### src/rtl/gate_vec_pkg.sv
// Shared types and field widths for the gate-vector loader.
package gate_vec_pkg;

  localparam int unsigned A_W   = 8;
  localparam int unsigned O_W   = 15;
  localparam int unsigned VEC_W = 24;
  localparam int unsigned N_BIT = 7;

  typedef enum logic [2:0] {
    StLoad0,
    StLoad1,
    StLoad2,
    StSettle,
    StResp
  } state_e;

endpackage

### src/rtl/sat_counter.sv
// Saturating up-counter with synchronous clear; clear wins over increment.
module sat_counter #(
  parameter int unsigned W = 16
) (
  input  logic         clk,
  input  logic         rst_n,
  input  logic         inc,
  input  logic         clr,
  output logic [W-1:0] count
);

  logic [W-1:0] count_q, count_d;

  always_comb begin
    count_d = count_q;
    if (clr) begin
      count_d = '0;
    end else if (inc && (count_q != {W{1'b1}})) begin
      count_d = count_q + W'(1);
    end
  end

  always_ff @(posedge clk or negedge rst_n) begin
    if (!rst_n) begin
      count_q <= '0;
    end else begin
      count_q <= count_d;
    end
  end

  assign count = count_q;

endmodule

### src/rtl/gate_vector_loader.sv
// Assembles a 24-bit gate operand vector from three bytes, applies it, waits a settle
// time, then returns the sampled gate output as a handshaked result.
module gate_vector_loader
  import gate_vec_pkg::*;
#(
  parameter int unsigned SETTLE_CYCLES = 1,
  parameter int unsigned CNT_W         = 16
) (
  input  logic             clk,
  input  logic             rst_n,
  input  logic             clear,
  input  logic             in_valid,
  output logic             in_ready,
  input  logic [7:0]       in_data,
  output logic [A_W-1:0]   a_vec,
  output logic [O_W-1:0]   o_vec,
  output logic             n_out,
  input  logic             y_in,
  output logic             res_valid,
  input  logic             res_ready,
  output logic             res_data,
  output logic [CNT_W-1:0] hit_count
);

  state_e         state_q, state_d;
  logic [7:0]     stage0_q, stage0_d;
  logic [7:0]     stage1_q, stage1_d;
  logic [3:0]     settle_q, settle_d;
  logic [A_W-1:0] a_vec_q;
  logic [O_W-1:0] o_vec_q;
  logic           n_q;
  logic           res_data_q, res_data_d;
  // Holds in_ready low until the first edge after reset release.
  logic           live_q;
  logic           apply;
  logic           sample;
  logic           accept;
  logic           loading;

  assign loading   = (state_q == StLoad0) || (state_q == StLoad1) || (state_q == StLoad2);
  assign in_ready  = live_q && loading;
  assign res_valid = (state_q == StResp);
  assign accept    = in_valid && in_ready && !clear;

  always_comb begin
    state_d    = state_q;
    stage0_d   = stage0_q;
    stage1_d   = stage1_q;
    settle_d   = settle_q;
    res_data_d = res_data_q;
    apply      = 1'b0;
    sample     = 1'b0;
    if (clear) begin
      state_d    = StLoad0;
      stage0_d   = '0;
      stage1_d   = '0;
      res_data_d = 1'b0;
    end else begin
      case (state_q)
        StLoad0: begin
          if (accept) begin
            stage0_d = in_data;
            state_d  = StLoad1;
          end
        end
        StLoad1: begin
          if (accept) begin
            stage1_d = in_data;
            state_d  = StLoad2;
          end
        end
        StLoad2: begin
          if (accept) begin
            apply    = 1'b1;
            settle_d = 4'(SETTLE_CYCLES);
            state_d  = StSettle;
          end
        end
        StSettle: begin
          if (settle_q == 4'd1) begin
            sample     = 1'b1;
            res_data_d = y_in;
            state_d    = StResp;
          end else begin
            settle_d = settle_q - 4'd1;
          end
        end
        StResp: begin
          if (res_ready) begin
            state_d = StLoad0;
          end
        end
        default: state_d = StLoad0;
      endcase
    end
  end

  always_ff @(posedge clk or negedge rst_n) begin
    if (!rst_n) begin
      state_q    <= StLoad0;
      stage0_q   <= '0;
      stage1_q   <= '0;
      settle_q   <= '0;
      res_data_q <= 1'b0;
      live_q     <= 1'b0;
    end else begin
      state_q    <= state_d;
      stage0_q   <= stage0_d;
      stage1_q   <= stage1_d;
      settle_q   <= settle_d;
      res_data_q <= res_data_d;
      live_q     <= 1'b1;
    end
  end

  // Byte2 goes straight to the outputs so the whole vector lands on one edge.
  always_ff @(posedge clk or negedge rst_n) begin
    if (!rst_n) begin
      a_vec_q <= '0;
      o_vec_q <= '0;
      n_q     <= 1'b0;
    end else if (apply) begin
      a_vec_q <= stage0_q;
      o_vec_q <= {in_data[6:0], stage1_q};
      n_q     <= in_data[N_BIT];
    end
  end

  assign a_vec    = a_vec_q;
  assign o_vec    = o_vec_q;
  assign n_out    = n_q;
  assign res_data = res_data_q;

  sat_counter #(
    .W(CNT_W)
  ) u_hit_counter (
    .clk  (clk),
    .rst_n(rst_n),
    .inc  (sample && y_in),
    .clr  (clear),
    .count(hit_count)
  );

endmodule

### config.mk
export PLATFORM = sky130hd
export DESIGN_NAME = gate_vector_loader
export DESIGN_NICKNAME = d
export VERILOG_FILES = /design/src/rtl/gate_vec_pkg.sv /design/src/rtl/sat_counter.sv /design/src/rtl/gate_vector_loader.sv
export SDC_FILE = /design/constraint.sdc
export NUM_CORES = 1
export LEC_CHECK = 0
export BUFFER_PORTS_ARGS = -buffer_cell sky130_fd_sc_hd__buf_2
export CAP_MARGIN = 40
export CORE_ASPECT_RATIO = 0.75
export CORE_MARGIN = 10
export CORE_UTILIZATION = 40
export DETAILED_ROUTE_END_ITERATION = 7
export MAX_ROUTING_LAYER = met4
export PLACE_DENSITY_LB_ADDON = 0.15
export SLEW_MARGIN = 10
export SYNTH_ARGS = -nofsm -noshare
export SYNTH_HDL_FRONTEND = slang
export SYNTH_SLANG_ARGS = --single-unit
### constraint.sdc
create_clock -name clk -period 3 [get_ports clk]
set_input_delay 0.15 -clock clk [delete_from_list [all_inputs] [get_ports clk]]
set_output_delay 0.15 -clock clk [all_outputs]
set_load 0.01 [all_outputs]
==> Implementation_results.wiki <==
{| class="wikitable"
! Metric !! Value
|-
| Routed length per instance || 15.4 um
|-
| Final Skew || 0.00944 ns
|-
| Gpl congestion || 0.761
|-
| Yosys synthesis warning count || 0
|-
| Outcome || completed
|-
| Setup Crit Path Kind || reg -> reg
|-
| Minimum period implied by the final worst setup slack || 2.43 ns
|-
| Worst VDD drop || 0.000297 V
|-
| Library cell occupying the most area in the post-synthesis netlist || dfrtp_1
|-
| Maximum number of pins on one net before global-route repair || 43
|-
| Overall fraction of global-route tracks in use || 0.125
|-
| Hold Path Depth || 2
|-
| Total of buffers placed on input and output ports || 56
|-
| X dimension of the die || 119 um
|-
| Static Leak || 1.79 nW
|-
| Number of antenna violations at the first check in global routing || 0
|-
| Cts bufs inserted || 9
|-
| CP Launch Type || flip-flop
|-
| Depth of the worst register-to-register path || 7
|-
| Final hold violation count || 0
|-
| Avg Vias per Cell || 4.96
|-
| Ratio of total power to cell area || 520 nW/um2
|-
| Clock slew at the register clock pins of the worst setup and hold paths || 0.07 ns
|-
| Library cell used as clock root buffer || clkbuf_8
|-
| Initial core utilization || 0.419
|-
| Top-area cell type share of the netlist area || 0.557
|-
| Average instance area after synthesis || 11.5 um2
|-
| Number of remaining DRC errors || 0
|-
| Post-synth cell types || 44
|-
| RSZ-0062 raised after global routing || no
|-
| Final total negative setup slack || 0 ns
|-
| Vias in the first global route || 2,106
|-
| Total Wirelength || 6.41 mm
|-
| Overflow left after global routing || 0
|-
| Netlist area before placement || 2920 um2
|-
| Final-report setup violation count || 0
|-
| Synth-to-Final Area Change || 20.9%
|-
| Via count || 2,070
|-
| Post-synthesis sequential element count || 65
|-
| Leading cell types by total area after synthesis || dfrtp_1 56%, mux2_2 9.6%, mux2i_1 6.2%
|-
| Final worst slack || 0.570 ns
|-
| Slew Limit Headroom || 0.492
|-
| Worst EP arrival || 2.70 ns
|-
| Critical Path End Type || flip-flop
|-
| Max-slew violation total from the final report || 0
|-
| Number of flops mapped to enable cells by yosys || 0
|-
| Maximum level of the CTS H-tree || 3
|-
| Class of the tightest hold or removal check || in -> reg
|-
| Reported max-cap violation count || 0
|-
| Proportion of synthesized chip area in sequential cells || 0.557
|-
| Count of filler cells inserted in the layout || 693
|-
| Number of nets in the synthesized netlist || 270
|-
| Post-synth top flop || dfrtp_1
|-
| Total number of nets in the final design || 331
|-
| Initial DRT Pass Iterations || 4
|-
| Iter 0 DRT Violations || 69
|-
| Count of clock tree sinks || 65
|-
| Util after Layout || 0.507
|-
| Antenna-violating nets left || 0
|-
| Number of instances in the synthesized netlist || 253
|-
| Tightest Pin Transition || 0.758 ns
|-
| Fraction of registers with async set or reset after synthesis || 1.00
|-
| Maximum root-to-sink buffer count || 2
|-
| Total Die Area || 11,100 um2
|-
| Detail Placement HPWL || 4.55 mm
|-
| CTS tree || built
|-
| Standard cell core area || 6960 um2
|-
| Post-synth top cells || 65 x dfrtp_1, 33 x nor2_1, 25 x mux2_2
|-
| Worst-Skew Late Latency || 0.35 ns
|-
| Std cell rows || 26
|-
| Cell with the most instances after synthesis || dfrtp_1
|-
| F_max || 412 MHz
|-
| First-pass GRT wire length || 10.8 mm
|-
| Final critical-path share of the clock period || 0.810
|-
| Worst slack at placement || 0.563 ns
|-
| Req. time, crit path || 3.27 ns
|-
| Fraction of final layout cells with drive strength greater than 1 || 0.342
|-
| Number of top-level design ports || 57
|-
| Highest net fanout along the worst path || 11
|-
| Antenna cell count || 0
|-
| Die outline height || 94.0 um
|}
cell usage in the layout (no fill, tap or decap), drive strengths merged, types with 3 or more instances in the layout:
| cell | instances |
|---|---|
| a2111oi | 4 |
| a21oi | 12 |
| buf | 62 |
| clkbuf | 11 |
| dfrtp | 65 |
| ha | 3 |
| inv | 5 |
| mux2 | 25 |
| mux2i | 18 |
| nand2 | 13 |
| nand3 | 11 |
| nor2 | 33 |
| nor3 | 6 |
| or3 | 3 |
| xnor2 | 10 |
cells by family (layout without fill, tap and decap cells):
group / Yosys count / in the layout / share of synthesized area
AO/OA/AOI/OAI: 27 / 27 / 0.0618
XOR/XNOR: 10 / 10 / 0.0300
adder cells (fa/ha/maj): 3 / 3 / 0.0129
buffers and inverters: 18 / 84 / 0.0262
flip-flops: 65 / 65 / 0.557
multiplexers: 43 / 43 / 0.158
other: 1 / 1 / 0.00129
AND/OR/NAND/NOR: 86 / 86 / 0.152
state kept, by name (all words and copies together), names as in the netlist:
register,flops
state_q,3
live_q,1
settle_q,4
res_data,1
n_out,1
o_vec,15
a_vec,8
u_hit_counter.count,16
stage1_q,8
stage0_q,8
routing by layer:
metal,GRT usage,wire length (um),part of all wire
met5,-,0,0
met4,0.0335,68,0.011
met3,0.0559,375,0.058
met2,0.171,2680,0.42
met1,0.163,3290,0.51
report_power, final:
group | leakage, nW | internal [mW] | switching [mW]
logic | 0.802 | 0.0697 | 0.0930
clock network | 0.0953 | 0.403 | 0.338
registers | 0.893 | 0.910 | 0.0204
total | 1.79 | 1.38 | 0.452
critical path, cell delays in order, from the launching register on:
cell and delay [ns]:
dfrtp_1 0.40, inv_1 0.10, ha_1 0.14, nor3b_1 0.24, nand3_1 0.33, or4_4 0.59, or4_1 0.41, a21oi_1 0.15
worst paths after layout:
| kind | from | to | slack (ns) |
|---|---|---|---|
| setup / recovery | settle_q[1] | u_hit_counter.count[15] | 0.57 |
| hold / removal | in_data[5] | o_vec[13] | 0.07 |
| setup reg to reg | settle_q[1] | u_hit_counter.count[15] | 0.57 |
| hold reg to reg | stage1_q[4] | o_vec[4] | 0.50 |
| max in group asynchronous | rst_n | a_vec[7] | 2.02 |
| min in group asynchronous | rst_n | o_vec[1] | 0.25 |
timing repair:
| action | 4_1_cts | 5_1_grt |
|---|---|---|
| hold buffers | 1 | 0 |
| resized for setup | 0 | 0 |
| hold endpoints to repair | 14 | 0 |
| setup buffers | 0 | 0 |
metrics by stage:
stage	total power, mW	std cells	instance area (um2)	hold WS (ns)
after CTS	1.87	417	3530	0.0591
after global routing	1.92	417	3530	0.0534
after global placement	1.11	399	3300	0.311
after detailed placement	1.11	400	3320	0.0830
after floorplan	1.03	253	2920	-0.146
final	1.83	417	3530	0.0706
final cells by class:
cell class	count	area, um2	share of cell area
sequential	65	1630	0.461
clock inverter	5	55.1	0.0156
tap	98	123	0.0348
multi-input combinational	170	1210	0.344
inverter	5	18.8	0.00532
clock buffer	11	141	0.0401
timing repair buffer	63	348	0.0986
Power figures use the tool's default switching activity.
